[src/rtl/sd_sector_arbiter_pkg.sv]
// Shared types for the SD sector arbiter: the FSM state enum, the default watchdog
// limit and an index-width helper that never returns zero.
package sd_arb_pkg;

  typedef enum logic [1:0] {
    IDLE,
    START,
    BUSY,
    DONE
  } sd_arb_state_t;

  localparam logic [21:0] DEFAULT_TIMEOUT = 22'h3FFFFF;

  function automatic int idxWidth(input int n);
    return (n > 1) ? $clog2(n) : 1;
  endfunction

endpackage

[src/rtl/sd_sector_arbiter_if.sv]
// Bundle of requester-side and sd_reader-side signals around the sector arbiter.
// The master modport is the arbiter's view; slave is the surrounding system.
interface sd_sector_arbiter_if #(
  parameter int NUM_REQ = 2
);

  logic                    card_ready;
  logic [NUM_REQ-1:0]      req_rd;
  logic [32*NUM_REQ-1:0]   req_lba;
  logic [NUM_REQ-1:0]      req_ack;
  logic [NUM_REQ-1:0]      req_done;
  logic [NUM_REQ-1:0]      req_err;
  logic [8:0]              buf_addr;
  logic [7:0]              buf_data;
  logic [NUM_REQ-1:0]      buf_strobe;
  logic                    rstart;
  logic [31:0]             rsector;
  logic                    rbusy;
  logic                    rdone;
  logic                    outen;
  logic [8:0]              outaddr;
  logic [7:0]              outbyte;
  logic                    active;

  modport master (
    input  card_ready, req_rd, req_lba, rbusy, rdone, outen, outaddr, outbyte,
    output req_ack, req_done, req_err, buf_addr, buf_data, buf_strobe,
           rstart, rsector, active
  );

  modport slave (
    output card_ready, req_rd, req_lba, rbusy, rdone, outen, outaddr, outbyte,
    input  req_ack, req_done, req_err, buf_addr, buf_data, buf_strobe,
           rstart, rsector, active
  );

endinterface

[src/rtl/sd_sector_arbiter_rr_picker.sv]
// Combinational round-robin select: first set request strictly after i_last,
// wrapping by explicit compare so non-power-of-2 requester counts work.
module rr_picker
  import sd_arb_pkg::*;
#(
  parameter  int NUM_REQ = 2,
  localparam int IW      = idxWidth(NUM_REQ)
) (
  input  logic [NUM_REQ-1:0] i_req,
  input  logic [IW-1:0]      i_last,
  output logic [IW-1:0]      o_winner,
  output logic               o_valid
);

  logic [IW-1:0] w_idx;

  always_comb begin
    o_winner = '0;
    o_valid  = 1'b0;
    w_idx    = i_last;
    for (int k = 0; k < NUM_REQ; k++) begin
      if (w_idx == IW'(NUM_REQ - 1)) begin
        w_idx = '0;
      end else begin
        w_idx = w_idx + IW'(1);
      end
      if (!o_valid && i_req[w_idx]) begin
        o_valid  = 1'b1;
        o_winner = w_idx;
      end
    end
  end

endmodule

[src/rtl/sd_sector_arbiter.sv]
// Round-robin sharing of one sd_reader between NUM_REQ sector requesters.
// Optional watchdog abort is enabled by defining SD_ARB_TIMEOUT_EN.
module sd_sector_arbiter
  import sd_arb_pkg::*;
#(
  parameter int          NUM_REQ = 2,
  parameter logic [21:0] TIMEOUT = DEFAULT_TIMEOUT
) (
  input  logic                clk_32,
  input  logic                reset,
  sd_sector_arbiter_if.master bus
);

  localparam int IW = idxWidth(NUM_REQ);

  sd_arb_state_t      r_state;
  sd_arb_state_t      w_next;
  logic [IW-1:0]      r_grant;
  logic [IW-1:0]      r_lastGrant;
  logic [31:0]        r_rsector;
  logic [8:0]         r_bufAddr;
  logic [7:0]         r_bufData;
  logic [NUM_REQ-1:0] r_bufStrobe;
  logic [IW-1:0]      w_winner;
  logic               w_valid;
  logic               w_take;
  logic               w_expire;
  logic               w_owning;
  logic [NUM_REQ-1:0] w_grantOneHot;

  rr_picker #(.NUM_REQ(NUM_REQ)) u_picker (
    .i_req    (bus.req_rd),
    .i_last   (r_lastGrant),
    .o_winner (w_winner),
    .o_valid  (w_valid)
  );

  assign w_grantOneHot = NUM_REQ'(1) << r_grant;
  assign w_owning      = (r_state == START) || (r_state == BUSY);

  always_ff @(posedge clk_32) begin
    if (reset) r_state <= IDLE;
    else       r_state <= w_next;
  end

  // Timeout has priority over rdone so an abort is never reported as a clean sector.
  always_comb begin
    w_next = r_state;
    w_take = 1'b0;
    case (r_state)
      IDLE: begin
        if (bus.card_ready && !bus.rbusy && w_valid) begin
          w_take = 1'b1;
          w_next = START;
        end
      end
      START: begin
        if (w_expire || bus.rdone) w_next = DONE;
        else if (bus.rbusy)        w_next = BUSY;
      end
      BUSY:    if (w_expire || bus.rdone) w_next = DONE;
      DONE:    w_next = IDLE;
      default: w_next = IDLE;
    endcase
  end

  always_ff @(posedge clk_32) begin
    if (reset) begin
      r_grant     <= '0;
      r_lastGrant <= IW'(NUM_REQ - 1);
      r_rsector   <= '0;
    end else if (w_take) begin
      r_grant     <= w_winner;
      r_lastGrant <= w_winner;
      r_rsector   <= bus.req_lba[{w_winner, 5'd0} +: 32];
    end
  end

  always_ff @(posedge clk_32) begin
    if (reset) begin
      r_bufAddr   <= '0;
      r_bufData   <= '0;
      r_bufStrobe <= '0;
    end else begin
      if (bus.outen) begin
        r_bufAddr <= bus.outaddr;
        r_bufData <= bus.outbyte;
      end
      r_bufStrobe <= (bus.outen && w_owning) ? w_grantOneHot : '0;
    end
  end

`ifdef SD_ARB_TIMEOUT_EN
  logic [21:0] r_timer;
  logic        r_abort;

  assign w_expire = w_owning && (r_timer == TIMEOUT - 22'd1);

  always_ff @(posedge clk_32) begin
    if (reset) begin
      r_timer <= '0;
      r_abort <= 1'b0;
    end else if (w_take) begin
      r_timer <= '0;
      r_abort <= 1'b0;
    end else if (w_owning) begin
      r_timer <= r_timer + 22'd1;
      if (w_expire) r_abort <= 1'b1;
    end
  end

  assign bus.req_err = (r_state == DONE && r_abort) ? w_grantOneHot : '0;
`else
  logic w_unusedTimeout;
  assign w_unusedTimeout = ^TIMEOUT;
  assign w_expire        = 1'b0;
  assign bus.req_err     = '0;
`endif

  assign bus.req_ack    = (r_state != IDLE)  ? w_grantOneHot : '0;
  assign bus.req_done   = (r_state == DONE)  ? w_grantOneHot : '0;
  assign bus.rstart     = (r_state == START);
  assign bus.active     = (r_state != IDLE);
  assign bus.rsector    = r_rsector;
  assign bus.buf_addr   = r_bufAddr;
  assign bus.buf_data   = r_bufData;
  assign bus.buf_strobe = r_bufStrobe;

endmodule

[src/flat_wrapper.sv]
// flat-port wrapper written by rule: the top's interface ports become plain ports
module sd_sector_arbiter_flat import sd_arb_pkg::*;
#(
  parameter int          NUM_REQ = 2,
  parameter logic [21:0] TIMEOUT = DEFAULT_TIMEOUT
)
  (clk_32, reset, bus_card_ready, bus_req_rd, bus_req_lba, bus_rbusy, bus_rdone, bus_outen, bus_outaddr, bus_outbyte, bus_req_ack, bus_req_done, bus_req_err, bus_buf_addr, bus_buf_data, bus_buf_strobe, bus_rstart, bus_rsector, bus_active);
  sd_sector_arbiter_if #(.NUM_REQ(NUM_REQ)) bus_i ();
  input  logic clk_32;
  input  logic reset;
  input wire logic [$bits(bus_i.card_ready)-1:0] bus_card_ready;
  input wire logic [$bits(bus_i.req_rd)-1:0] bus_req_rd;
  input wire logic [$bits(bus_i.req_lba)-1:0] bus_req_lba;
  input wire logic [$bits(bus_i.rbusy)-1:0] bus_rbusy;
  input wire logic [$bits(bus_i.rdone)-1:0] bus_rdone;
  input wire logic [$bits(bus_i.outen)-1:0] bus_outen;
  input wire logic [$bits(bus_i.outaddr)-1:0] bus_outaddr;
  input wire logic [$bits(bus_i.outbyte)-1:0] bus_outbyte;
  output wire logic [$bits(bus_i.req_ack)-1:0] bus_req_ack;
  output wire logic [$bits(bus_i.req_done)-1:0] bus_req_done;
  output wire logic [$bits(bus_i.req_err)-1:0] bus_req_err;
  output wire logic [$bits(bus_i.buf_addr)-1:0] bus_buf_addr;
  output wire logic [$bits(bus_i.buf_data)-1:0] bus_buf_data;
  output wire logic [$bits(bus_i.buf_strobe)-1:0] bus_buf_strobe;
  output wire logic [$bits(bus_i.rstart)-1:0] bus_rstart;
  output wire logic [$bits(bus_i.rsector)-1:0] bus_rsector;
  output wire logic [$bits(bus_i.active)-1:0] bus_active;
  assign bus_i.card_ready = bus_card_ready;
  assign bus_i.req_rd = bus_req_rd;
  assign bus_i.req_lba = bus_req_lba;
  assign bus_i.rbusy = bus_rbusy;
  assign bus_i.rdone = bus_rdone;
  assign bus_i.outen = bus_outen;
  assign bus_i.outaddr = bus_outaddr;
  assign bus_i.outbyte = bus_outbyte;
  assign bus_req_ack = bus_i.req_ack;
  assign bus_req_done = bus_i.req_done;
  assign bus_req_err = bus_i.req_err;
  assign bus_buf_addr = bus_i.buf_addr;
  assign bus_buf_data = bus_i.buf_data;
  assign bus_buf_strobe = bus_i.buf_strobe;
  assign bus_rstart = bus_i.rstart;
  assign bus_rsector = bus_i.rsector;
  assign bus_active = bus_i.active;
  sd_sector_arbiter #(.NUM_REQ(NUM_REQ), .TIMEOUT(TIMEOUT)) u_core (.clk_32(clk_32), .reset(reset), .bus(bus_i));
endmodule
[config.mk]
export PLATFORM = sky130hd
export DESIGN_NAME = sd_sector_arbiter_flat
export DESIGN_NICKNAME = d
export VERILOG_FILES = /design/src/rtl/sd_sector_arbiter_pkg.sv /design/src/rtl/sd_sector_arbiter_if.sv /design/src/rtl/sd_sector_arbiter_rr_picker.sv /design/src/rtl/sd_sector_arbiter.sv /design/src/flat_wrapper.sv
export SDC_FILE = /design/constraint.sdc
export NUM_CORES = 1
export LEC_CHECK = 0
export BUFFER_PORTS_ARGS = -buffer_cell sky130_fd_sc_hd__buf_2
export CORE_ASPECT_RATIO = 0.5
export CORE_UTILIZATION = 40
export DETAILED_ROUTE_END_ITERATION = 16
export GPL_ROUTABILITY_DRIVEN = 0
export PLACE_DENSITY = 0.82
export REMOVE_ABC_BUFFERS = 1
export SETUP_SLACK_MARGIN = 0.2
export SLEW_MARGIN = 10
export SYNTH_ARGS = -nofsm -noshare
export SYNTH_HDL_FRONTEND = slang
export SYNTH_HIERARCHICAL = 1
export SYNTH_SLANG_ARGS = --single-unit
[constraint.sdc]
create_clock -name clk_32 -period 3.95 [get_ports clk_32]
set_input_delay 0 -clock clk_32 [delete_from_list [all_inputs] [get_ports clk_32]]
set_output_delay 0 -clock clk_32 [all_outputs]
set_load 0.01 [all_outputs]
* Word level (Yosys, flattened, before mapping)
Index checks and enable logic that the tools add are counted.
** Word-level totals
- Bits in registers :: 55
- Input port bits :: 89
- Word-level logic and storage cells :: 50
** Cells by class
- Reductions and logical operators :: 11
- Magnitude comparators :: 2
- Bitwise gates (word level) :: 1
- Mux-type cells :: 19
- Equality and inequality tests :: 6
- Shifts and indexed selects :: 2
- Add/sub/neg operators :: 2
** Operators with widths (number)
- 64-bit by 7-bit variable part select with 32-bit output :: 1
- 1-bit two-way mux :: 12
- 2-bit two-way mux :: 6
- 2-bit one-hot mux with 4 select lines :: 1
- 2-bit == test, second input constant :: 2
- 1-bit logical AND :: 4
- 1-bit by 2-bit < comparator with 1-bit output, second input constant :: 2
- 3-bit inequality test, second input constant :: 1
- 3-bit AND reduction :: 1
- 1-bit adder, second input constant :: 2
- 2-bit by 1-bit == test with 1-bit output, second input constant :: 1
- 1-bit zero test :: 2
- 2-bit zero test :: 1
- 2-bit by 1-bit inequality test with 1-bit output, second input constant :: 1
- 2-bit inequality test, second input constant :: 1
- 2-bit nonzero test :: 1
- 2-bit OR reduction :: 1
- 1-bit by 1-bit << shifter with 2-bit output, first input constant :: 1
- 1-bit logical OR :: 1
- 1-bit inverter :: 1

* Longest topological paths before layout
Gate-level depths: netlist (run 1).
- Depth in word-level cells :: 11
- Gate-level depth with buffers :: 8
- Gate-level depth less buffers :: 6

* By module
The synthesis (run 1) kept the hierarchy.
** Modules (own cells, without submodules)
- sd_sector_arbiter :: instances 1, cells each 242, area each 2491.1 sq um, seq. area each 1101.1 sq um
- rr_picker :: instances 1, cells each 2, area each 13.8 sq um, seq. area each 0.0 sq um

* Worst setup path after synthesis (run 1)
Ideal clock, no wire load.
- Path type :: register to register
- From :: reg u_core.r_state[0]
- To :: reg u_core.r_rsector[3], in the netlist u_core/bus.rsector[3]
- Data arrival time :: 1.297 ns
- Period minus slack after synthesis :: 1.383 ns
- Setup slack :: 2.567 ns
- Path buffers :: 2
- Cell stages (with the launch flop) :: 8
- Cells stage by stage :: dfxtp_1 -> inv_1 -> ha_1 -> inv_2 -> nor2_4 -> buf_6 -> buf_2 -> a211oi_1
** On the way
- Longest elaborated chain between the ends :: 2
** RTL lines
- from (decl) :: line sd_sector_arbiter.sv:16 : sd_arb_state_t r_state;
- from (signal assigned) :: line sd_sector_arbiter.sv:43 : else r_state <= w_next;
- 2-bit zero test :: line sd_sector_arbiter.sv:50 : case (r_state)
- 1-bit two-way mux :: line sd_sector_arbiter.sv:50
- to (signal assigned) :: line sd_sector_arbiter.sv:75 : r_rsector <= bus.req_lba[{w_winner, 5'd0} +: 32];
- to (decl) :: line sd_sector_arbiter.sv:20 : logic [31:0] r_rsector;
Every way passes these cells.
A chain may end at the register's enable or synchronous reset.

* Final worst setup path (run 1)
- From :: reg u_core.r_state[0]
- To :: reg u_core.r_rsector[2], in the netlist u_core/bus.rsector[2]
The elaborated chain is that of the path after synthesis.

==> results of run 1 <==
==> logic make-up (layout without fill, tap and decap cells) <==
kind of cell,count (synthesis),count (layout),share of synthesized area [%]
mux,50,50,20.0
fa+ha+maj,4,4,2.00
buf+inv,26,178,6.44
flops,55,55,44.0
other cells,1,3,0.150
compound gates,41,41,15.6
simple gates,67,67,11.8
==> how the worst min path moves through the flow <==
stage,from,endpoint,depth (start not counted)
2_1_floorplan,reset,u_core/bus.rsector[0],1
3_3_place_gp,bus_outaddr[7],u_core/bus.buf_addr[7],3
3_5_place_dp,bus_outbyte[7],u_core/bus.buf_data[7],3
4_1_cts,bus_req_lba[10],u_core/bus.rsector[10],3
5_1_grt,bus_req_lba[10],u_core/bus.rsector[10],3
6_report,bus_req_lba[10],u_core/bus.rsector[10],3
==> cell usage after synthesis, drive strengths merged <==
master / n
a21oi: 2
nor2b: 2
or2: 1
mux2i: 50
nand2b: 1
conb: 1
a211oi: 32
nand3b: 1
buf: 15
nor3b: 1
nor2: 51
inv: 5
dfxtp: 55
a21boi: 1
and3: 1
o32ai: 1
and2: 1
nand2: 6
nor3: 1
nand3: 1
clkbuf: 6
ha: 4
o21ai: 5
==> repair_timing <==
action,CTS,global route
endpoints found under the hold margin,17,0
buffers inserted,0,0
hold buffers,17,0
==> state kept, by name, summed over array words and instances (netlist names) <==
register               flops
u_core/bus.buf_addr        9
u_core/r_state             2
u_core/bus.buf_strobe      2
u_core/r_lastGrant         1
u_core/bus.rsector        32
u_core/bus.buf_data        8
u_core/r_grant             1
==> worst max-delay path, cell delays in order (launching register included) <==
cell	delay (ns)
dfxtp_1	0.34
inv_1	0.12
ha_1	0.25
inv_2	0.09
nor2_4	0.64
buf_4	0.47
nor2_1	0.12
a211oi_2	0.22
==> report_power, final <==
| group | internal, mW | switching (mW) | leakage (nW) |
|---|---|---|---|
| Clock | 0.363 | 0.192 | 0.0911 |
| Sequential | 0.628 | 0.0389 | 0.452 |
| Combinational | 0.213 | 0.267 | 1.20 |
| Total | 1.20 | 0.498 | 1.74 |
==> layer usage <==
layer	vias up	wire, um	track usage, %
li1	1147	-	-
met1	1077	2590	20.9
met2	57	3570	39.3
met3	24	229	4.50
met4	0	247	14.3
met5	-	0	0
==> stage by stage <==
stage / std cells / setup slack [ns] / hold WS, ns / util, % / cell area, sq um
after floorplan: 224 / 0.790 / 0.0646 / - / 2370
after global placement: 456 / 1.82 / 0.235 / 56.2 / 3230
after detailed placement: 456 / 1.69 / 0.245 / 56.2 / 3230
after CTS: 481 / 1.66 / 0.0375 / 62.4 / 3590
after global routing: 481 / 1.46 / 0.0554 / 62.4 / 3590
final: 482 / 1.62 / 0.0365 / 62.4 / 3590
==> layout make-up <==
cell class,instances,area share (%)
Timing Repair Buffer,165,25.6
Multi-Input combinational cell,164,35.0
Clock inverter,2,1.67
Sequential cell,55,30.7
Inverter,5,0.522
Tap cell,84,2.93
Clock buffer,6,3.59
Antenna cell,1,0.0697
==> layout by cell type, fill, tap and decap left out, types with 2 or more instances in the layout <==
cell	netlist	layout
buf_2	3	145
dfxtp_1	55	55
nor2_1	50	50
mux2i_1	50	50
a211oi_2	20	20
dlygate4sd3_1	0	17
a211oi_1	12	12
nand2_1	6	6
clkbuf_16	0	5
o21ai_0	5	5
inv_1	4	4
ha_1	4	4
buf_4	9	3
bufinv_16	0	2
nor2b_1	2	2
a21oi_1	2	2
conb_1	1	2
==> key figures, run 1 <==
Final layout
  • Multi-input gate area: 1260 sq um
  • Fillers: 497
  • Share of cells above drive strength 1: 45.1%
  • Register Area: 1100 sq um
  • NumNets Final: ~490
  • Area growth syn-to-layout: 43.4%

Clock network
  • Number of CTS-inserted buffers: 5
  • Post-cts repair resize count: 0
  • Clock slew at reported path FFs: 0.06 ns
  • Clk_lat worst skew: 0.29 ns
  • Clock sinks: 55
  • Htree depth: 2
  • CTS Buffer Depth: 2
  • Root Buffer: clkbuf_16
  • CTS tree: done

Status
  • Status: completed

STA
  • RSZ-0062 raised after global routing: false
  • Pins Over Slew Limit: 0
  • Min Clock Period, post-route: 2.33 ns
  • Maximum clock rate: approximately 430 MHz
  • Period utilization: 59.0%
  • Clock Skew: 0.00252 ns
  • Final Hold Viols: 0
  • Worst-Margin Slew: 0.911 ns
  • Rel. slew slack: 39.1%
  • Setup-failing EPs final: 0
  • Total negative slack: 0 ns

GRT
  • Vias in the first global route: 2280
  • Largest net degree at the start of global routing: 38
  • GRT Total Usage: about a fifth
  • Initial antenna violation count: 0
  • First-pass GRT wire length: 10500 um
  • GR Overflow Total: 0

Worst setup path
  • R2R Setup Slk: 1.62 ns
  • Worst setup path start: u_core/r_state[0]
  • Worst Path Arrival: 2.54 ns
  • CP Class: reg -> reg
  • Crit end category: flip-flop
  • Worst-path fanout max: 33
  • Worst r2r dst: u_core/bus.rsector[2]
  • Length in cells of the worst reg-to-reg path: 7
  • CP Launch Type: flip-flop
  • R2R Path Start: u_core/r_state[0]
  • Worst EP required: between 4 and 5 ns
  • CP endpoint: u_core/bus.rsector[2]

Die
  • Die Wd: 114 um
  • # rows: 19
  • Die H: 58.0 um
  • I/O pin total: 148
  • Starting Density: between 40% and 50%
  • Core area: 5750 sq um
  • Die Footprint: 6600 sq um

Pwr
  • VDD IR max: 0.215 mV
  • Power per Cell Area: 474 nW/um^2
  • Pleak: around 1.7 nW
  • Final Total Pwr: 1.70 mW

Synth
  • Cells after Synth: 244
  • Synth Register Bits: 55
  • Mapped Area: between 2000 and 3000 sq um
  • Synth warn: 6
  • Syn avg cell area: just over 10 sq um
  • Synth area leader: dfxtp_1
  • Seq/Total Area, Yosys: 44.0%
  • Yosys cell types: 29
  • Top post-synthesis cells by area: dfxtp_1, mux2i_1, a211oi_2
  • Synth top area share: 44.0%

Route
  • Via count: 2305
  • DR vias/cell: about 4.8
  • Post-route ant nets: 0
  • 1st-pass router iterations: 4
  • Final WL: between 6000 and 7000 um
  • DRC: 0
  • Post-DR wirelength/cell: 13.8 um
  • Detailed Route Iter0 Violations: 50

Place
  • Buffers added on ports: 145
  • Dpl hpwl: 4390 um

Worst hold path
  • Worst hold path class: in -> reg

Job
  • Max-Cap Viols: 0
No activity file was read; power rests on OpenSTA's default activity.
==> run 2: changes to the inputs <==
==> constraint.sdc (replaced) <==
create_clock -name clk_32 -period 2.16 [get_ports clk_32]
set_input_delay 0 -clock clk_32 [delete_from_list [all_inputs] [get_ports clk_32]]
set_output_delay 0 -clock clk_32 [all_outputs]
set_load 0.01 [all_outputs]
==> run 2 against run 1 <==
First-iteration DRC count increased by 8.0%. Power grew 82%. Utilization up 0.30 points. Combinational power increased by 84%. Sequential share of layout area fell by 0.15 points. Sequential power increased by 83%. Non-clock buffer count up 1. Via count is 1.3% lower. Cell count stayed put. Fmax grew 42%. Critical path type unchanged. Die area stayed put.
==> key figures, run 2 (synthesized netlist as in run 1, its figures left out) <==
Clock network
  • Clock sinks: 55
  • Root Buffer: clkbuf_16
  • CTS tree: done
  • Htree depth: 2
  • Total setup buffers inserted after CTS: 0
  • Clock slew at reported path FFs: 0.06 ns
  • CTS Buffer Depth: 2
  • Number of CTS-inserted buffers: 5
  • Clk_lat worst skew: 0.28 ns

Status
  • Status: completed

Place
  • Dpl hpwl: 4410 um
  • Placed insts: 457
  • Area of placed instances: about 3300 sq um
  • Buffers added on ports: 145

Final layout
  • Non-Filler Instances: 482
  • Fillers: 475
  • Inserted Diodes: 0
  • Fin area: 3610 sq um
  • Commonest non-fill, non-tap cell in the layout: buf_2
  • NumNets Final: roughly 500
  • Commonest cells after routing, fill and taps aside: buf_2, dfxtp_1, nor2_1, mux2i_1, a211oi_2
  • Area growth syn-to-layout: 44.1%
  • Final cell utilization of the core: between 60% and 70%
  • Share of cells above drive strength 1: 45.2%
  • Largest register FFs: 32

Route
  • DR vias/cell: 4.72
  • DRC: 0
  • Post-DR wirelength/cell: 13.2 um
  • Via count: 2274
  • Final WL: 6360 um
  • Detailed Route Iter0 Violations: 54
  • Post-route ant nets: 0
  • 1st-pass router iterations: 4

Pwr
  • Power per Cell Area: 857 nW/um^2
  • Int Power: approximately 2.2 mW
  • Reg power frac: 39.4%
  • VDD IR max: 0.509 mV
  • Switching Fraction: 28.7%
  • Final Total Pwr: 3.09 mW
  • Switch Pwr: 887 uW
  • Pleak: 1.75 nW
  • Clock share of power: 32.1%
  • Logic pwr share: 28.5%

Worst setup path
  • Worst-path fanout max: 34
  • Worst path slowest cell: dfxtp_1
  • Worst EP required: 2.36 ns
  • Crit path cell chain: inv_1 -> ha_1 -> inv_2 -> nor2_4 -> buf_4 -> nor2_1 -> a211oi_2
  • Worst Path Arrival: between 1.5 and 2 ns
  • Crit end category: flip-flop
  • CP Launch Type: flip-flop
  • CP peak stage delay: 0.34 ns
  • CP Class: reg -> reg

GRT
  • Initial antenna violation count: 0
  • Largest net degree at the start of global routing: 35
  • GR Overflow Total: 0
  • Vias in the first global route: 2162
  • GRT Total Usage: 19.3%
  • First-pass GRT wire length: 9960 um

Die
  • Die H: 58.0 um
  • # rows: 19
  • Die Wd: 114 um
  • Core area: 5750 sq um
  • Starting Density: 43.5%
  • I/O pin total: 148
  • Die Footprint: 6600 sq um

STA
  • RSZ-0062 raised after global routing: false
  • Pins Over Slew Limit: 0
  • Clock Skew: between 0.004 and 0.005 ns
  • Period utilization: roughly three quarters
  • Maximum clock rate: between 600 and 700 MHz
  • Worst-Margin Slew: 0.552 ns
  • Hold WS: about 0.058 ns
  • Setup-failing EPs final: 0
  • Rel. slew slack: 63.2%
  • Min Clock Period, post-route: 1.63 ns
  • Final Hold Viols: 0

Job
  • Max-Cap Viols: 0

Worst hold path
  • Worst hold path class: in -> reg
## run 2: cell types whose count changed in the layout (fill, tap and decap cells not counted), sizes merged
cell | before | now
diode | 1 | 0
buf | 148 | 149
## run 2: worst max-delay path: cells and delay by family, from the launching register on
family,cells,cell delay [ns]
and+or+nand+nor,2,0.20
DFF,1,0.34
buffers and inverters,3,0.54
adders and majority gates,1,0.23
AOI/OAI and AO/OA,1,0.21
## run 2: power groups by stage
stage	clock, mW	combinational (mW)	sequential (mW)
3_3_place_gp	0	0.832	1.23
3_5_place_dp	0	0.849	1.24
2_1_floorplan	0	0.460	1.29
6_report	0.994	0.881	1.22
5_1_grt	1.06	0.966	1.23
4_1_cts	1.02	0.878	1.22
## run 2: final cells by class
type                            count  area, sq um  area share [%]
Tap cell                           84          105            2.91
Timing Repair Buffer              166          938            26.0
Clock buffer                        6          129            3.57
Inverter                            5         18.8           0.520
Sequential cell                    55         1100            30.5
Clock inverter                      2         60.1            1.66
Multi-Input combinational cell    164         1260            34.8
## run 2: per-stage QoR
step / setup slack [ns] / TNS (ns)
after floorplan: -1.00 / -33.15
after global placement: 0.653 / 0
after detailed placement: 0.586 / 0
after CTS: 0.562 / 0
after global routing: 0.402 / 0
final: 0.525 / 0
## run 2: what timing repair did
action                                 4_1_cts  5_1_grt
resized for setup                            0        0
endpoints found under the hold margin       17        0
hold buffers                                17        0
## run 2: final timing paths
kind / from / to / slack (ns) / cells after the start
max: u_core/r_state[1] / u_core/bus.rsector[17] / 0.53 / 7
min: bus_req_lba[3] / u_core/bus.rsector[3] / 0.06 / 3
max reg2reg: u_core/r_state[1] / u_core/bus.rsector[17] / 0.53 / 7
min reg2reg: u_core/bus.buf_data[5] / u_core/bus.buf_data[5] / 0.49 / 2
## run 2: routing by layer
layer | vias up | global-route usage [%] | part of all wire, % | wire length, um
li1 | 1157 | - | - | -
met1 | 1055 | 21.8 | 40 | 2570
met5 | - | 0 | 0 | 0
met2 | 48 | 36.8 | 54 | 3450
met4 | 0 | 7.24 | 2.2 | 139
met3 | 14 | 3.97 | 3.2 | 202
